<file path="config.mk">
export PLATFORM = sky130hd
export DESIGN_NAME = spi_adc_scanner
export DESIGN_NICKNAME = d
export VERILOG_FILES = /design/src/rtl/spi_adc_scanner.sv
export SDC_FILE = /design/constraint.sdc
export NUM_CORES = 1
export LEC_CHECK = 0
export BUFFER_PORTS_ARGS = -buffer_cell sky130_fd_sc_hd__buf_4
export CORE_ASPECT_RATIO = 0.9
export CORE_UTILIZATION = 55
export DETAILED_ROUTE_END_ITERATION = 6
export PLACE_DENSITY = 0.81
export SYNTH_ARGS = -nofsm -noshare
export SYNTH_HDL_FRONTEND = slang
export SYNTH_SLANG_ARGS = --single-unit
export TNS_END_PERCENT = 100
</file>
<file path="constraint.sdc">
create_clock -name clk -period 4.76 [get_ports clk]
set_input_delay 0.238 -clock clk [delete_from_list [all_inputs] [get_ports clk]]
set_output_delay 0.238 -clock clk [all_outputs]
set_load 0.1 [all_outputs]
</file>
<file path="src/rtl/spi_adc_scanner.sv">
// Multi-channel SPI ADC scanner: walks the enabled channels of a pipelined ADC
// and returns one tagged result per channel, with single-scan and continuous modes.
module spi_adc_scanner #(
    parameter int NUM_CH     = 8,
    parameter int ADDR_W     = 3,
    parameter int DATA_W     = 12,
    parameter int FRAME_BITS = 16,
    parameter int CLK_DIV    = 4
) (
    input  logic              clk,
    input  logic              rst,
    input  logic              start,
    input  logic              cont,
    input  logic [NUM_CH-1:0] ch_mask,
    output logic              sclk,
    output logic              cs,
    output logic              din,
    input  logic              dout,
    output logic [DATA_W-1:0] data_out,
    output logic [ADDR_W-1:0] data_ch,
    output logic              data_valid,
    output logic              scan_done,
    output logic              busy
);

    localparam int CNT_W = $clog2(2 * CLK_DIV) + 1;
    localparam int BIT_W = $clog2(FRAME_BITS) + 1;

    typedef enum logic [1:0] {IDLE, SETUP, SHIFT, GAP} state_t;

    state_t              state, state_nx;
    logic [CNT_W-1:0]    cnt;
    logic                high;
    logic [BIT_W-1:0]    bit_cnt;
    logic [NUM_CH-1:0]   mask_q, mask_nx;
    logic [ADDR_W-1:0]   cur_ch, prev_ch;
    logic                cur_last, prev_last, prev_vld, stop_q;
    logic [DATA_W-2:0]   shreg;
    logic [DATA_W-1:0]   sample_word;
    logic                half_end, gap_end, last_bit, accept;

    function automatic logic [ADDR_W-1:0] lowest_ch(input logic [NUM_CH-1:0] m);
        lowest_ch = '0;
        for (int i = NUM_CH - 1; i >= 0; i--)
            if (m[i]) lowest_ch = ADDR_W'(i);
    endfunction

    function automatic logic [ADDR_W-1:0] highest_ch(input logic [NUM_CH-1:0] m);
        highest_ch = '0;
        for (int i = 0; i < NUM_CH; i++)
            if (m[i]) highest_ch = ADDR_W'(i);
    endfunction

    function automatic logic [ADDR_W-1:0] next_ch(input logic [NUM_CH-1:0] m,
                                                 input logic [ADDR_W-1:0] c);
        next_ch = c;
        for (int i = NUM_CH - 1; i >= 0; i--)
            if (m[i] && i > int'(c)) next_ch = ADDR_W'(i);
    endfunction

    // Frame bit b carries the address MSB-first on bits 2..2+ADDR_W-1.
    function automatic logic frame_bit(input logic [ADDR_W-1:0] addr, input int b);
        frame_bit = 1'b0;
        for (int i = 0; i < ADDR_W; i++)
            if (b == i + 2) frame_bit = addr[ADDR_W-1-i];
    endfunction

    assign half_end    = (cnt == CNT_W'(CLK_DIV - 1));
    assign gap_end     = (cnt == CNT_W'(2 * CLK_DIV - 1));
    assign last_bit    = (bit_cnt == BIT_W'(FRAME_BITS - 1));
    assign accept      = (state == IDLE) && start && (|ch_mask);
    assign mask_nx     = (|ch_mask) ? ch_mask : mask_q;
    assign sample_word = {shreg, dout};

    always_ff @(posedge clk) begin
        if (!rst) state <= IDLE;
        else      state <= state_nx;
    end

    always_comb begin
        state_nx = state;
        cs       = 1'b1;
        sclk     = 1'b1;
        busy     = (state != IDLE);
        unique case (state)
            IDLE:  if (accept) state_nx = SETUP;
            SETUP: begin
                cs = 1'b0;
                if (half_end) state_nx = SHIFT;
            end
            SHIFT: begin
                cs   = 1'b0;
                sclk = high;
                if (high && half_end && last_bit) state_nx = GAP;
            end
            GAP:   if (gap_end) state_nx = stop_q ? IDLE : SETUP;
            default: state_nx = IDLE;
        endcase
    end

    always_ff @(posedge clk) begin
        if (!rst) begin
            cnt        <= '0;
            high       <= 1'b0;
            bit_cnt    <= '0;
            din        <= 1'b0;
            shreg      <= '0;
            data_out   <= '0;
            data_ch    <= '0;
            data_valid <= 1'b0;
            scan_done  <= 1'b0;
            mask_q     <= '0;
            cur_ch     <= '0;
            prev_ch    <= '0;
            cur_last   <= 1'b0;
            prev_last  <= 1'b0;
            prev_vld   <= 1'b0;
            stop_q     <= 1'b0;
        end else begin
            data_valid <= 1'b0;
            scan_done  <= 1'b0;
            cnt        <= cnt + 1'b1;
            unique case (state)
                IDLE: begin
                    cnt <= '0;
                    if (accept) begin
                        mask_q   <= ch_mask;
                        cur_ch   <= lowest_ch(ch_mask);
                        cur_last <= (lowest_ch(ch_mask) == highest_ch(ch_mask));
                        prev_vld <= 1'b0;
                        stop_q   <= 1'b0;
                    end
                end
                SETUP: if (half_end) begin
                    cnt     <= '0;
                    high    <= 1'b0;
                    bit_cnt <= '0;
                    din     <= frame_bit(cur_ch, 0);
                end
                SHIFT: if (half_end) begin
                    cnt <= '0;
                    if (!high) begin
                        high  <= 1'b1;
                        shreg <= sample_word[DATA_W-2:0];
                        // Last sample: retire the previous frame's channel, pick the next address.
                        if (last_bit) begin
                            if (prev_vld) begin
                                data_out <= sample_word;
                                data_ch  <= prev_ch;
                            end
                            data_valid <= prev_vld;
                            scan_done  <= prev_vld && prev_last;
                            stop_q     <= prev_vld && prev_last && !cont;
                            prev_ch    <= cur_ch;
                            prev_last  <= cur_last;
                            prev_vld   <= 1'b1;
                            if (cur_last) begin
                                mask_q   <= mask_nx;
                                cur_ch   <= lowest_ch(mask_nx);
                                cur_last <= (lowest_ch(mask_nx) == highest_ch(mask_nx));
                            end else begin
                                cur_ch   <= next_ch(mask_q, cur_ch);
                                cur_last <= (next_ch(mask_q, cur_ch) == highest_ch(mask_q));
                            end
                        end
                    end else if (!last_bit) begin
                        high    <= 1'b0;
                        bit_cnt <= bit_cnt + 1'b1;
                        din     <= frame_bit(cur_ch, int'(bit_cnt) + 1);
                    end
                end
                GAP: if (gap_end) cnt <= '0;
                default: cnt <= '0;
            endcase
        end
    end

endmodule

</file>
==> flow_summary.yaml <==
routing:
  viasPerCell: 6.07
  drtAntennaViolNets: 0
  drcViolationCount: 1
  finalWirelength_mm: 7.80
  firstDrtPassIters: 7
  wl_per_cell_um: 15.4
  vias: 3073
  drtIter0Drc: 231
power:
  power_uw: 1850
  ir_drop_mv: 0.306
  powerDensity_nw_per_um2: 504
  leakage_uw: 0.00147
clock_tree:
  path_clk_slew_ns: 0.07
  clockBufferDepth: 2
  root_buffer: "clkbuf_8"
  clock-sinks: 59
  ctsHoldBuffers: 0
  numCtsBuffers: 9
  cts_tree: "built"
  clock_latency_ns: 0.33
  cts_resized: 0
  htreeDepth: 3
  cts_post_setup_buffers_inserted: 0
finish:
  mostFrequentLayoutCell: "dfxtp_1"
  nNetsFinal: 455
  final_cell_mix: "dfxtp_1, nor2_1, nand2_1"
  multiInputGateArea_sq_um: 1890
  antenna_cells: 0
  area_delta_synth_final_pct: 13.4
  drive_gt1_frac: 0.147
  fill_cells: 506
  regArea_sq_um: 1180
setup_path:
  cp_max_fo: 16
  reg2regPathDepth: 8
  crit_start: "state[0]"
  crit_path_top_delay_cell: "a2bb2oi_1"
  cp.arrival_ns: 2.97
  critPathMaxStageDelay_ns: 0.51
  reg2reg_to: "mask_q[5]"
  start_kind: "flop"
  cp.required_ns: 4.96
  worstSetupPathType: "reg -> reg"
  crit_chain: "inv_1 > ha_1 > nor2b_1 > and3_1 > a2bb2oi_1 > o21ai_2 > a22oi_1 > nor2_1"
  r2r-start: "state[0]"
  endpoint_kind: "flop"
  r2r_slack_ns: 1.98
min_path:
  hold_end: "shreg[0]"
  hold_path_class: "in -> reg"
  hold_depth: 3
  min_from: "dout"
placement:
  hpwl_mm: 5.40
  dp_slack_ns: 2.12
  gp_congestion: 1.06
  numPortBuffers: 33
floorplanning:
  die_h_um: 74.9
  start_util: 0.570
  dieWidth_um: 82.9
  placementRows: 26
  core_area_sq_um: 5690
  ioPinCount: 34
  die_area_sq_um: 6210
timing:
  slew_headroom: 0.536
  setup_ws_ns: 1.98
  finalSetupViolCount: 0
  skew_ns: 0.00894
  rsz0062_at_grt: "false"
  tightest_slew_ns: 0.691
  hold_violations: 0
  fin_crit_sh: 0.584
  maxSlewViolCount: 0
  totalNegativeSetupSlack_ns: 0
  finalCriticalPeriod_ns: 2.78
  fmax_mhz: 360
run_status:
  violations: "DRC"
  status: "finished, violations left"
synth:
  synth.avg_cell_area_sq_um: 7.91
  ys_ff_latch: 59
  synthCells: 410
  postSynth.asyncResetShare: 0
  ys_warn_count: 0
  synth_area_sq_um: 3240
  seq_area_frac_synth: 0.364
  syn_nets: 433
  synthDistinctLibCells: 67
  synth_edf_count: 0
  synthFlopType: "dfxtp_1"
global_route:
  grt_overflow: 0
  grt_start_max_net_pins: 52
  grt_usage: 0.258
  grt_pass1_vias: 2714
  antenna_found_initial: 0
  grt_pass1_wl_mm: 12.9
run:
  maxCapViolations: 0
-- sequential cells by signal, summed over array words and instances, names as in the netlist --
| name | flops |
|---|---|
| data_valid | 1 |
| cur_last | 1 |
| data_ch | 3 |
| din | 1 |
| shreg | 11 |
| high | 1 |
| data_out | 12 |
| cur_ch | 3 |
| prev_vld | 1 |
| mask_q | 8 |
| stop_q | 1 |
| prev_ch | 3 |
| scan_done | 1 |
| state | 2 |
| cnt | 4 |
| bit_cnt | 5 |
| prev_last | 1 |
-- cell families after synthesis --
| group | Yosys count | synth area share |
|---|---|---|
| AOI/OAI and AO/OA | 117 | 0.236 |
| and+or+nand+nor | 158 | 0.238 |
| DFF | 59 | 0.364 |
| muxes | 18 | 0.0556 |
| xor gates and xnor gates | 5 | 0.0135 |
| adders and majority gates | 10 | 0.0386 |
| buffers and inverters | 43 | 0.0540 |
-- metrics by stage --
stage | util | area [sq um] | hold slack (ns) | cells
2_1_floorplan | - | 3240 | 0.374 | 410
6_report | 0.646 | 3680 | 0.170 | 506
3_5_place_dp | 0.612 | 3490 | 0.441 | 491
4_1_cts | 0.646 | 3680 | 0.165 | 506
5_1_grt | 0.646 | 3680 | 0.178 | 506
3_3_place_gp | 0.612 | 3490 | 0.433 | 491
-- Yosys cell counts (5+ instances only) --
cell	instances	area share
nand3_1	5	0.0077
nor2_1	52	0.060
inv_1	19	0.022
nor2b_1	7	0.014
a21oi_1	43	0.066
nand2_1	46	0.053
mux2i_1	18	0.056
clkbuf_1	18	0.021
dfxtp_1	59	0.36
nand2b_1	6	0.012
a22oi_1	8	0.019
o21ai_0	19	0.029
nor3_1	10	0.015
ha_1	10	0.039
-- metal layers --
metal	part of all wire	up-vias	GRT usage
met2	0.46	146	0.436
met4	0.015	0	0.0843
met5	0	-	0
met3	0.080	15	0.0559
li1	-	1503	-
met1	0.45	1409	0.334
-- area by class of cell --
| class | instances | area share |
|---|---|---|
| clock buffers | 10 | 0.0374 |
| inverters | 20 | 0.0204 |
| multi-input cells | 308 | 0.513 |
| well taps | 70 | 0.0238 |
| repair buffers | 34 | 0.0694 |
| flip-flops and latches | 59 | 0.321 |
| clock inverters | 5 | 0.0146 |
-- power breakdown --
part | total, uW | switching, uW | internal [uW]
combinational | 762 | 492 | 270
sequential | 643 | 102 | 541
clock | 448 | 197 | 251
-- worst max-delay path by stage --
stage	to
after CTS	mask_q[5]
after detailed placement	mask_q[5]
final	mask_q[5]
after global routing	mask_q[5]
after global placement	mask_q[6]
after floorplan	mask_q[6]
-- critical path: cells and delay by family (launching register included) --
kind / cells / cell delay [ns]
AOI/OAI and AO/OA: 3 / 0.98
and+or+nand+nor: 3 / 0.74
buffers and inverters: 1 / 0.09
DFF: 1 / 0.35
adders and majority gates: 1 / 0.47
Note: power is estimated with default switching activity, not from simulation.
